$ cat src/rtl/exu_pkg.sv
// Shared opcodes, FSM state type and flag bit positions for the execution stage.
package exu_pkg;

  localparam logic [3:0] OP_ADD   = 4'd0;
  localparam logic [3:0] OP_SUB   = 4'd1;
  localparam logic [3:0] OP_AND   = 4'd2;
  localparam logic [3:0] OP_OR    = 4'd3;
  localparam logic [3:0] OP_XOR   = 4'd4;
  localparam logic [3:0] OP_SLL   = 4'd5;
  localparam logic [3:0] OP_SRL   = 4'd6;
  localparam logic [3:0] OP_SRA   = 4'd7;
  localparam logic [3:0] OP_PASSB = 4'd8;
  localparam logic [3:0] OP_MUL   = 4'd9;

  typedef enum logic {S_RUN, S_MUL} exuState_e;

  // Flag vector layout is {V, N, Z}
  localparam int FLAG_Z = 0;
  localparam int FLAG_N = 1;
  localparam int FLAG_V = 2;

endpackage

$ cat src/rtl/fwd_mux.sv
// Operand forwarding mux: select 0 (or any out-of-range value) keeps the register operand.
module fwd_mux #(
  parameter int DATA_W   = 32,
  parameter int FWD_SRCS = 2,
  parameter int SEL_W    = $clog2(FWD_SRCS + 1)
) (
  input  logic [DATA_W-1:0]          iReg,
  input  logic [FWD_SRCS*DATA_W-1:0] iTaps,
  input  logic [SEL_W-1:0]           iSel,
  output logic [DATA_W-1:0]          oData
);

  always_comb begin
    oData = iReg;
    for (int k = 1; k <= FWD_SRCS; k++) begin
      if (int'(iSel) == k) oData = iTaps[(k-1)*DATA_W +: DATA_W];
    end
  end

endmodule

$ cat src/rtl/exu_pipe_stage.sv
// Execution stage: forwarded operands, single-cycle ALU, multi-cycle multiply,
// registered result slot with valid/ready on both sides and flag commit.
module exu_pipe_stage
  import exu_pkg::*;
#(
  parameter int DATA_W   = 32,
  parameter int FWD_SRCS = 2,
  parameter int MUL_LAT  = 3,
  parameter int SEL_W    = $clog2(FWD_SRCS + 1)
) (
  input  logic                       iClk,
  input  logic                       iRst_n,
  input  logic                       iValid,
  output logic                       oReady,
  input  logic [3:0]                 iOp,
  input  logic [DATA_W-1:0]          iSrc0,
  input  logic [DATA_W-1:0]          iSrc1,
  input  logic [DATA_W-1:0]          iImm,
  input  logic                       iUseImm,
  input  logic [FWD_SRCS*DATA_W-1:0] iFwdData,
  input  logic [SEL_W-1:0]           iFwdSel0,
  input  logic [SEL_W-1:0]           iFwdSel1,
  input  logic [2:0]                 iFlagEn,
  input  logic [4:0]                 iWriteAddr,
  input  logic                       iWriteEn,
  input  logic                       iFlush,
  output logic                       oValid,
  input  logic                       iReady,
  output logic [DATA_W-1:0]          oResult,
  output logic [4:0]                 oWriteAddr,
  output logic                       oWriteEn,
  output logic                       oZeroFlag,
  output logic                       oNegativeFlag,
  output logic                       oOverflowFlag,
  output logic                       oBusy
);

  localparam int SHAMT_W = $clog2(DATA_W);
  localparam int CNT_W   = (MUL_LAT > 1) ? $clog2(MUL_LAT) : 1;
  localparam int MSB     = DATA_W - 1;

  exuState_e stateQ, stateD;
  logic [CNT_W-1:0]  cntQ;
  logic [DATA_W-1:0] mulAQ, mulBQ, prod;
  logic [4:0]        mulAddrQ;
  logic              mulWeQ;
  logic [2:0]        mulFlagEnQ, flagsQ;

  logic [DATA_W-1:0] opA, opBFwd, opB, aluRes, sumAdd, sumSub, ldRes;
  logic              aluV, canLoad, accept, aluLoad, mulStart, mulDone, load;
  logic [2:0]        ldFlags, ldEn;
  logic [4:0]        ldAddr;
  logic              ldWe;

  fwd_mux #(.DATA_W(DATA_W), .FWD_SRCS(FWD_SRCS), .SEL_W(SEL_W)) uFwdA (
    .iReg  (iSrc0),
    .iTaps (iFwdData),
    .iSel  (iFwdSel0),
    .oData (opA)
  );

  fwd_mux #(.DATA_W(DATA_W), .FWD_SRCS(FWD_SRCS), .SEL_W(SEL_W)) uFwdB (
    .iReg  (iSrc1),
    .iTaps (iFwdData),
    .iSel  (iFwdSel1),
    .oData (opBFwd)
  );

  assign opB    = iUseImm ? iImm : opBFwd;
  assign sumAdd = opA + opB;
  assign sumSub = opA - opB;
  assign prod   = mulAQ * mulBQ;

  always_comb begin
    aluRes = opB;
    aluV   = 1'b0;
    case (iOp)
      OP_ADD: begin
        aluRes = sumAdd;
        aluV   = (opA[MSB] == opB[MSB]) && (sumAdd[MSB] != opA[MSB]);
      end
      OP_SUB: begin
        aluRes = sumSub;
        aluV   = (opA[MSB] != opB[MSB]) && (sumSub[MSB] != opA[MSB]);
      end
      OP_AND:  aluRes = opA & opB;
      OP_OR:   aluRes = opA | opB;
      OP_XOR:  aluRes = opA ^ opB;
      OP_SLL:  aluRes = opA << opB[SHAMT_W-1:0];
      OP_SRL:  aluRes = opA >> opB[SHAMT_W-1:0];
      OP_SRA:  aluRes = $unsigned($signed(opA) >>> opB[SHAMT_W-1:0]);
      default: aluRes = opB;
    endcase
  end

  // Handshake and slot-load decode; ALU and multiply loads are exclusive by state.
  always_comb begin
    canLoad  = !oValid || iReady;
    oReady   = (stateQ == S_RUN) && canLoad;
    oBusy    = (stateQ == S_MUL);
    accept   = iValid && oReady;
    aluLoad  = accept && (iOp != OP_MUL);
    mulStart = accept && (iOp == OP_MUL);
    mulDone  = (stateQ == S_MUL) && (cntQ == '0) && canLoad;
    load     = aluLoad || mulDone;
    ldRes    = mulDone ? prod : aluRes;
    ldAddr   = mulDone ? mulAddrQ : iWriteAddr;
    ldWe     = mulDone ? mulWeQ : iWriteEn;
    ldEn     = mulDone ? mulFlagEnQ : iFlagEn;
    ldFlags          = '0;
    ldFlags[FLAG_Z]  = (ldRes == '0);
    ldFlags[FLAG_N]  = ldRes[MSB];
    ldFlags[FLAG_V]  = mulDone ? 1'b0 : aluV;
  end

  always_comb begin
    stateD = stateQ;
    unique case (stateQ)
      S_RUN: if (mulStart) stateD = S_MUL;
      S_MUL: if (mulDone) stateD = S_RUN;
    endcase
    if (iFlush) stateD = S_RUN;
  end

  always_ff @(posedge iClk) begin
    if (!iRst_n) stateQ <= S_RUN;
    else         stateQ <= stateD;
  end

  always_ff @(posedge iClk) begin
    if (!iRst_n) begin
      cntQ       <= '0;
      mulAQ      <= '0;
      mulBQ      <= '0;
      mulAddrQ   <= '0;
      mulWeQ     <= 1'b0;
      mulFlagEnQ <= '0;
      oValid     <= 1'b0;
      oResult    <= '0;
      oWriteAddr <= '0;
      oWriteEn   <= 1'b0;
      flagsQ     <= '0;
    end else if (iFlush) begin
      oValid <= 1'b0;
      cntQ   <= '0;
    end else begin
      if (mulStart) begin
        mulAQ      <= opA;
        mulBQ      <= opB;
        mulAddrQ   <= iWriteAddr;
        mulWeQ     <= iWriteEn;
        mulFlagEnQ <= iFlagEn;
        cntQ       <= CNT_W'(MUL_LAT - 1);
      end else if ((stateQ == S_MUL) && (cntQ != '0)) begin
        cntQ <= cntQ - 1'b1;
      end
      if (load) begin
        oValid     <= 1'b1;
        oResult    <= ldRes;
        oWriteAddr <= ldAddr;
        oWriteEn   <= ldWe;
        flagsQ     <= (flagsQ & ~ldEn) | (ldFlags & ldEn);
      end else if (oValid && iReady) begin
        oValid <= 1'b0;
      end
    end
  end

  assign oZeroFlag     = flagsQ[FLAG_Z];
  assign oNegativeFlag = flagsQ[FLAG_N];
  assign oOverflowFlag = flagsQ[FLAG_V];

endmodule

$ cat config.mk
export PLATFORM = sky130hd
export DESIGN_NAME = exu_pipe_stage
export DESIGN_NICKNAME = d
export VERILOG_FILES = /design/src/rtl/exu_pkg.sv /design/src/rtl/fwd_mux.sv /design/src/rtl/exu_pipe_stage.sv
export SDC_FILE = /design/constraint.sdc
export NUM_CORES = 2
export LEC_CHECK = 0
export CORE_MARGIN = 1
export CORE_UTILIZATION = 50
export CTS_CLUSTER_SIZE = 24
export DETAILED_ROUTE_END_ITERATION = 8
export PLACE_DENSITY = 0.7
export SLEW_MARGIN = 20
export SYNTH_ARGS = -nofsm -noshare
export SYNTH_HDL_FRONTEND = slang
export SYNTH_SLANG_ARGS = --single-unit
$ cat constraint.sdc
create_clock -name iClk -period 18 [get_ports iClk]
set_input_delay 2.7 -clock iClk [delete_from_list [all_inputs] [get_ports iClk]]
set_output_delay 2.7 -clock iClk [all_outputs]
set_load 0.1 [all_outputs]
# [After elaboration in Yosys (flattened, before gate mapping)]
# Cells that the tools add are included.
[word_totals] output_inout_bits=44 regBits=118 elab_cells=89 inputBits=183
[classes] shift=3 n_bitwise=10 addsub=3 n_eq_ne=17 muxes=19 n_reduce_logical=23 n_mul=1
[op_table] op="case mux 32 bit (8 select lines)" count=1
[op_table] op="two-way mux 32 bit" count=6
[op_table] op="adder 32 bit" count=1
[op_table] op="bitwise AND 32 bit" count=1
[op_table] op="logical NOT 32 bit" count=1
[op_table] op="multiplier 32 x 32 -> 32 bit" count=1
[op_table] op="OR 32 bit" count=1
[op_table] op="<< shifter 32 x 5 -> 32 bit" count=1
[op_table] op="right shift 32 x 5 -> 32 bit" count=1
[op_table] op=">>> shifter 32 x 5 -> 32 bit" count=1
[op_table] op="subtractor 32 bit" count=1
[op_table] op="XOR 32 bit" count=1
[op_table] op="== test 4 x 3 -> 1 bit, second input constant" count=4
[op_table] op="logical AND 1 bit" count=10
[op_table] op="== test 2 bit, second input constant" count=4
[op_table] op="== test 4 x 2 -> 1 bit, second input constant" count=2
[op_table] op="bitwise AND 3 bit" count=2
[op_table] op="two-way mux 1 bit" count=6
[op_table] op="nonzero test 2 bit" count=3
[op_table] op="two-way mux 5 bit" count=1
[op_table] op="== test 4 x 1 -> 1 bit, second input constant" count=1
[op_table] op="== test 4 bit, second input constant" count=1
[op_table] op="logical NOT 4 bit" count=1
[op_table] op="two-way mux 2 bit" count=2
[op_table] op="other kinds (15)" count=22

# [Longest topological paths before layout]
[logic_depth] depth_word=11 mapped_depth=33 depth_no_buf=31

# [Modules after synthesis]
# Synthesis repeated with hierarchy kept, for this count alone.
[unflattened] hier_cells=4043 hier_area_um2=32761.4
[by_module_without_submodules] module="exu_pipe_stage" cells_per_inst=3829 seq_area_each_um2=2362.3 area_each_um2=30596.8 n_inst=1
[by_module_without_submodules] module="fwd_mux" cells_per_inst=107 seq_area_each_um2=0.0 area_each_um2=1082.3 n_inst=2

# [Worst setup path before layout]
# No wires, ideal clock.
[synth_path] path_kind="in2reg" start="in iUseImm" end="reg with a tool-made name" n_path_buf=6 setup_time_ns=0.096 required_ns=17.904 path_stages=22 setup_slack_ns=10.186 arrival_ns=7.718 path_cell_list="clkbuf_1 -> clkbuf_1 -> mux2i_1 -> clkbuf_1 -> clkbuf_1 -> clkbuf_1 -> ha_1 -> clkbuf_1 -> and3_1 -> a221oi_1 -> o21ai_0 -> a2111oi_0 -> nor2_1 -> nand2_1 -> a21boi_0 -> o21a_1 -> or3_1 -> a311oi_1 -> a21oi_1 -> nor3_1 -> o2111ai_1 -> o41ai_2"
[synth_lines] item="from (decl)" line_no="exu_pipe_stage.sv:19" rtl="input logic iUseImm,"

==> results.toml <==
[yosys]
synth-edff-count = 0
synth_top_area_frac = 0.2634
synthDistinctLibCells = 92
synth-main-ff-cell = "dfxtp_1"
synthMuxAreaShare = 0.04549
avgSynthCellArea_sq_um = 7.809
synthXorXnorAreaFrac = 0.03092
synth_compound_area_frac = 0.1988
yosysWarnings = 0
synth.area.top_cells = "fa_1, ha_1, dfxtp_1, nand2_1, and2_1"
synth.yosys.seq_area_share = 0.07581
synth_fa_ha_area_frac = 0.3522
synthCells = 3990
syn-cell-area_sq_um = 31160
synth_top_family_by_area = "adder cells"
synthTopCellsByCount = "nand2_1, inv_1, fa_1"
synthSimpleGateAreaFrac = 0.1997
yosysMostFrequentCell = "nand2_1"
synth_seq_cells = 118
synth_fp_nets = 4804
ys_async_sr_fraction = 0
synth_top_area_cell = "fa_1"

[power_and_ir_drop]
power.leakage_nw = 15.97
pwr_density_cell_nw_per_um2 = 41.34
ir_drop_mv = 0.06162

[global_route]
grt_antenna_before_repair = 6
grt_overflow = 0
grt_max_degree = 96
grt_pass1_wl_mm = 199.3
grt_pass1_vias = 30387
grt_use_total = 0.4271

[critical_path]
cp-end-kind = "flop"
crit_arrival_ps = 10110
ff2ff_path_depth = 28
crit_path_start_kind = "input port"
worstPathRequired_ps = 18350
worstSetupPathType = "input port to flop"
worstPathMaxFanout = 41

[sta]
period_needed_ps = 9757
rsz0062_at_grt = "false"
fmax_ghz = 0.1025
hold_viol_final = 0
slew_viol_final = 0
clock-skew-final_ps = 19.49
worst_pin_slew_ps = 1351
period_share = 0.5420
finalSetupViolations = 0
finalWorstSetupSlack_ps = 8243
tns_ps = 0
max-slew-margin-rel = 0.09961

[floorplanning]
die_w_um = 251.6
start_util = 0.5059
num_rows = 91
core-area_sq_um = 61600
die_y_um = 251.6
fp.dieArea_sq_um = 63320
pin_count = 227

[clock_tree]
cts_resized = 0
cts_buffers = 17
cts_setup_buffers = 0
path_clk_slew_ps = 70
cts_tree = "built"
clk-insertion-delay-late_ps = 440
hold_buffers = 0
clock_path_buffers = 2
ctsHtreeMaxLevel = 4
clkSinkCount = 118
cts_root_buffer = "clkbuf_16"

[finish]
nets = 4865
area_delta_synth_final_pct = 11.38
drive_gt1_frac = 0.04749
fill_cells = 5897
finish.utilization = 0.5634

[route]
drt-pass1-iter-count = 7
drt_iter0_markers = 3930
vias = 30880
final_antenna_net_count = 0
wire_per_inst_um = 27.54
drt_wl_total_mm = 135.1
avgViaCountPerCell = 6.296
drc_errors = 0

[min_path]
hold_path_class = "flop to flop"
whs_path_depth = 2

[place]
port_buffers = 226
gp_congestion = 1.071
hpwlAfterDp_mm = 104.7
place_ws_ps = 8105

[outcome]
status = "finished, final reports clean"

[job]
cap_violations = 0
per-layer routing:
metal | vias up | GRT usage | part of all wire
met4 | 6 | 0.2713 | 0.074
li1 | 13409 | - | -
met3 | 423 | 0.08418 | 0.10
met1 | 15227 | 0.5520 | 0.39
met2 | 1815 | 0.6537 | 0.44
met5 | - | 0 | 0.00035
state kept, by name (all words and copies together), names as in the netlist, 2 cells and up, named ones only:
signal      flops
oResult        32
mulBQ          32
mulAddrQ        5
mulAQ          32
oWriteAddr      5
cntQ            2
mulFlagEnQ      3
critical path, cell delays in order:
cell,delay (ps)
clkdlybuf4s50_1,680
xnor2_1,490
a22o_1,530
nor2_2,40
buf_4,300
inv_2,630
ha_1,300
inv_1,60
fa_1,440
nand2b_1,150
a2111o_1,260
a31oi_1,140
a22o_1,210
mux2_2,250
a2111oi_0,950
o2111a_1,330
a311oi_1,60
nor4_1,330
nand4_1,210
nor4_1,500
o2111ai_1,210
o41ai_2,300
through the flow:
stage	std cells	power, mW	area, sq um	hold WS (ps)
6_report	4905	1.435	34710	459.9
5_1_grt	4901	1.473	34700	485.8
2_1_floorplan	3990	0.7557	31160	442.8
4_1_cts	4899	1.393	34680	465.0
3_5_place_dp	4867	1.055	34110	455.9
3_3_place_gp	4867	1.063	34110	450.9
worst paths after layout:
kind | slack, ps | end | start
setup / recovery | 8240 | flop | iFwdSel1[0]
hold / removal | 460 | oResult[23] | oResult[23]
setup reg to reg | 9140 | flop | mulAQ[11]
hold reg to reg | 460 | oResult[23] | oResult[23]
cell usage in the layout, fill, tap and decap left out, drive strengths merged, types with 39 or more instances in the layout:
master	count
clkdlybuf4s50	221
and2	300
o21ai	165
dfxtp	118
inv	504
nor3	58
buf	106
a211oi	39
o22ai	80
o211ai	40
fa	410
nor2	176
a21boi	72
xnor2	80
nand2	574
mux2i	121
a21oi	162
nand3	65
ha	221
cell families (layout without fill, tap and decap cells):
family / after synthesis / count (layout)
XOR/XNOR: 110 / 110
other: 0 / 4
flip-flops: 118 / 118
AO/OA/AOI/OAI: 899 / 899
multiplexers: 138 / 138
AND/OR/NAND/NOR: 1309 / 1309
adder cells (fa/ha/maj): 631 / 631
buffers and inverters: 785 / 859
where the power goes:
part | total [mW] | internal [mW] | switching, mW
clock | 0.335 | 0.193 | 0.142
combinational | 0.822 | 0.254 | 0.567
sequential | 0.278 | 0.269 | 0.00877
area by class of cell:
cell class / instances / area (sq um) / area share
multi-input cells: 3087 / 25830 / 0.7442
repair buffers: 327 / 2995 / 0.08631
diodes: 4 / 10.01 / 0.0002884
inverters: 500 / 1889 / 0.05444
flip-flops and latches: 118 / 2365 / 0.06814
clock buffers: 17 / 425.4 / 0.01226
well taps: 837 / 1047 / 0.03018
clock inverters: 15 / 145.1 / 0.004182
Note: power is estimated with default switching activity, not from simulation.
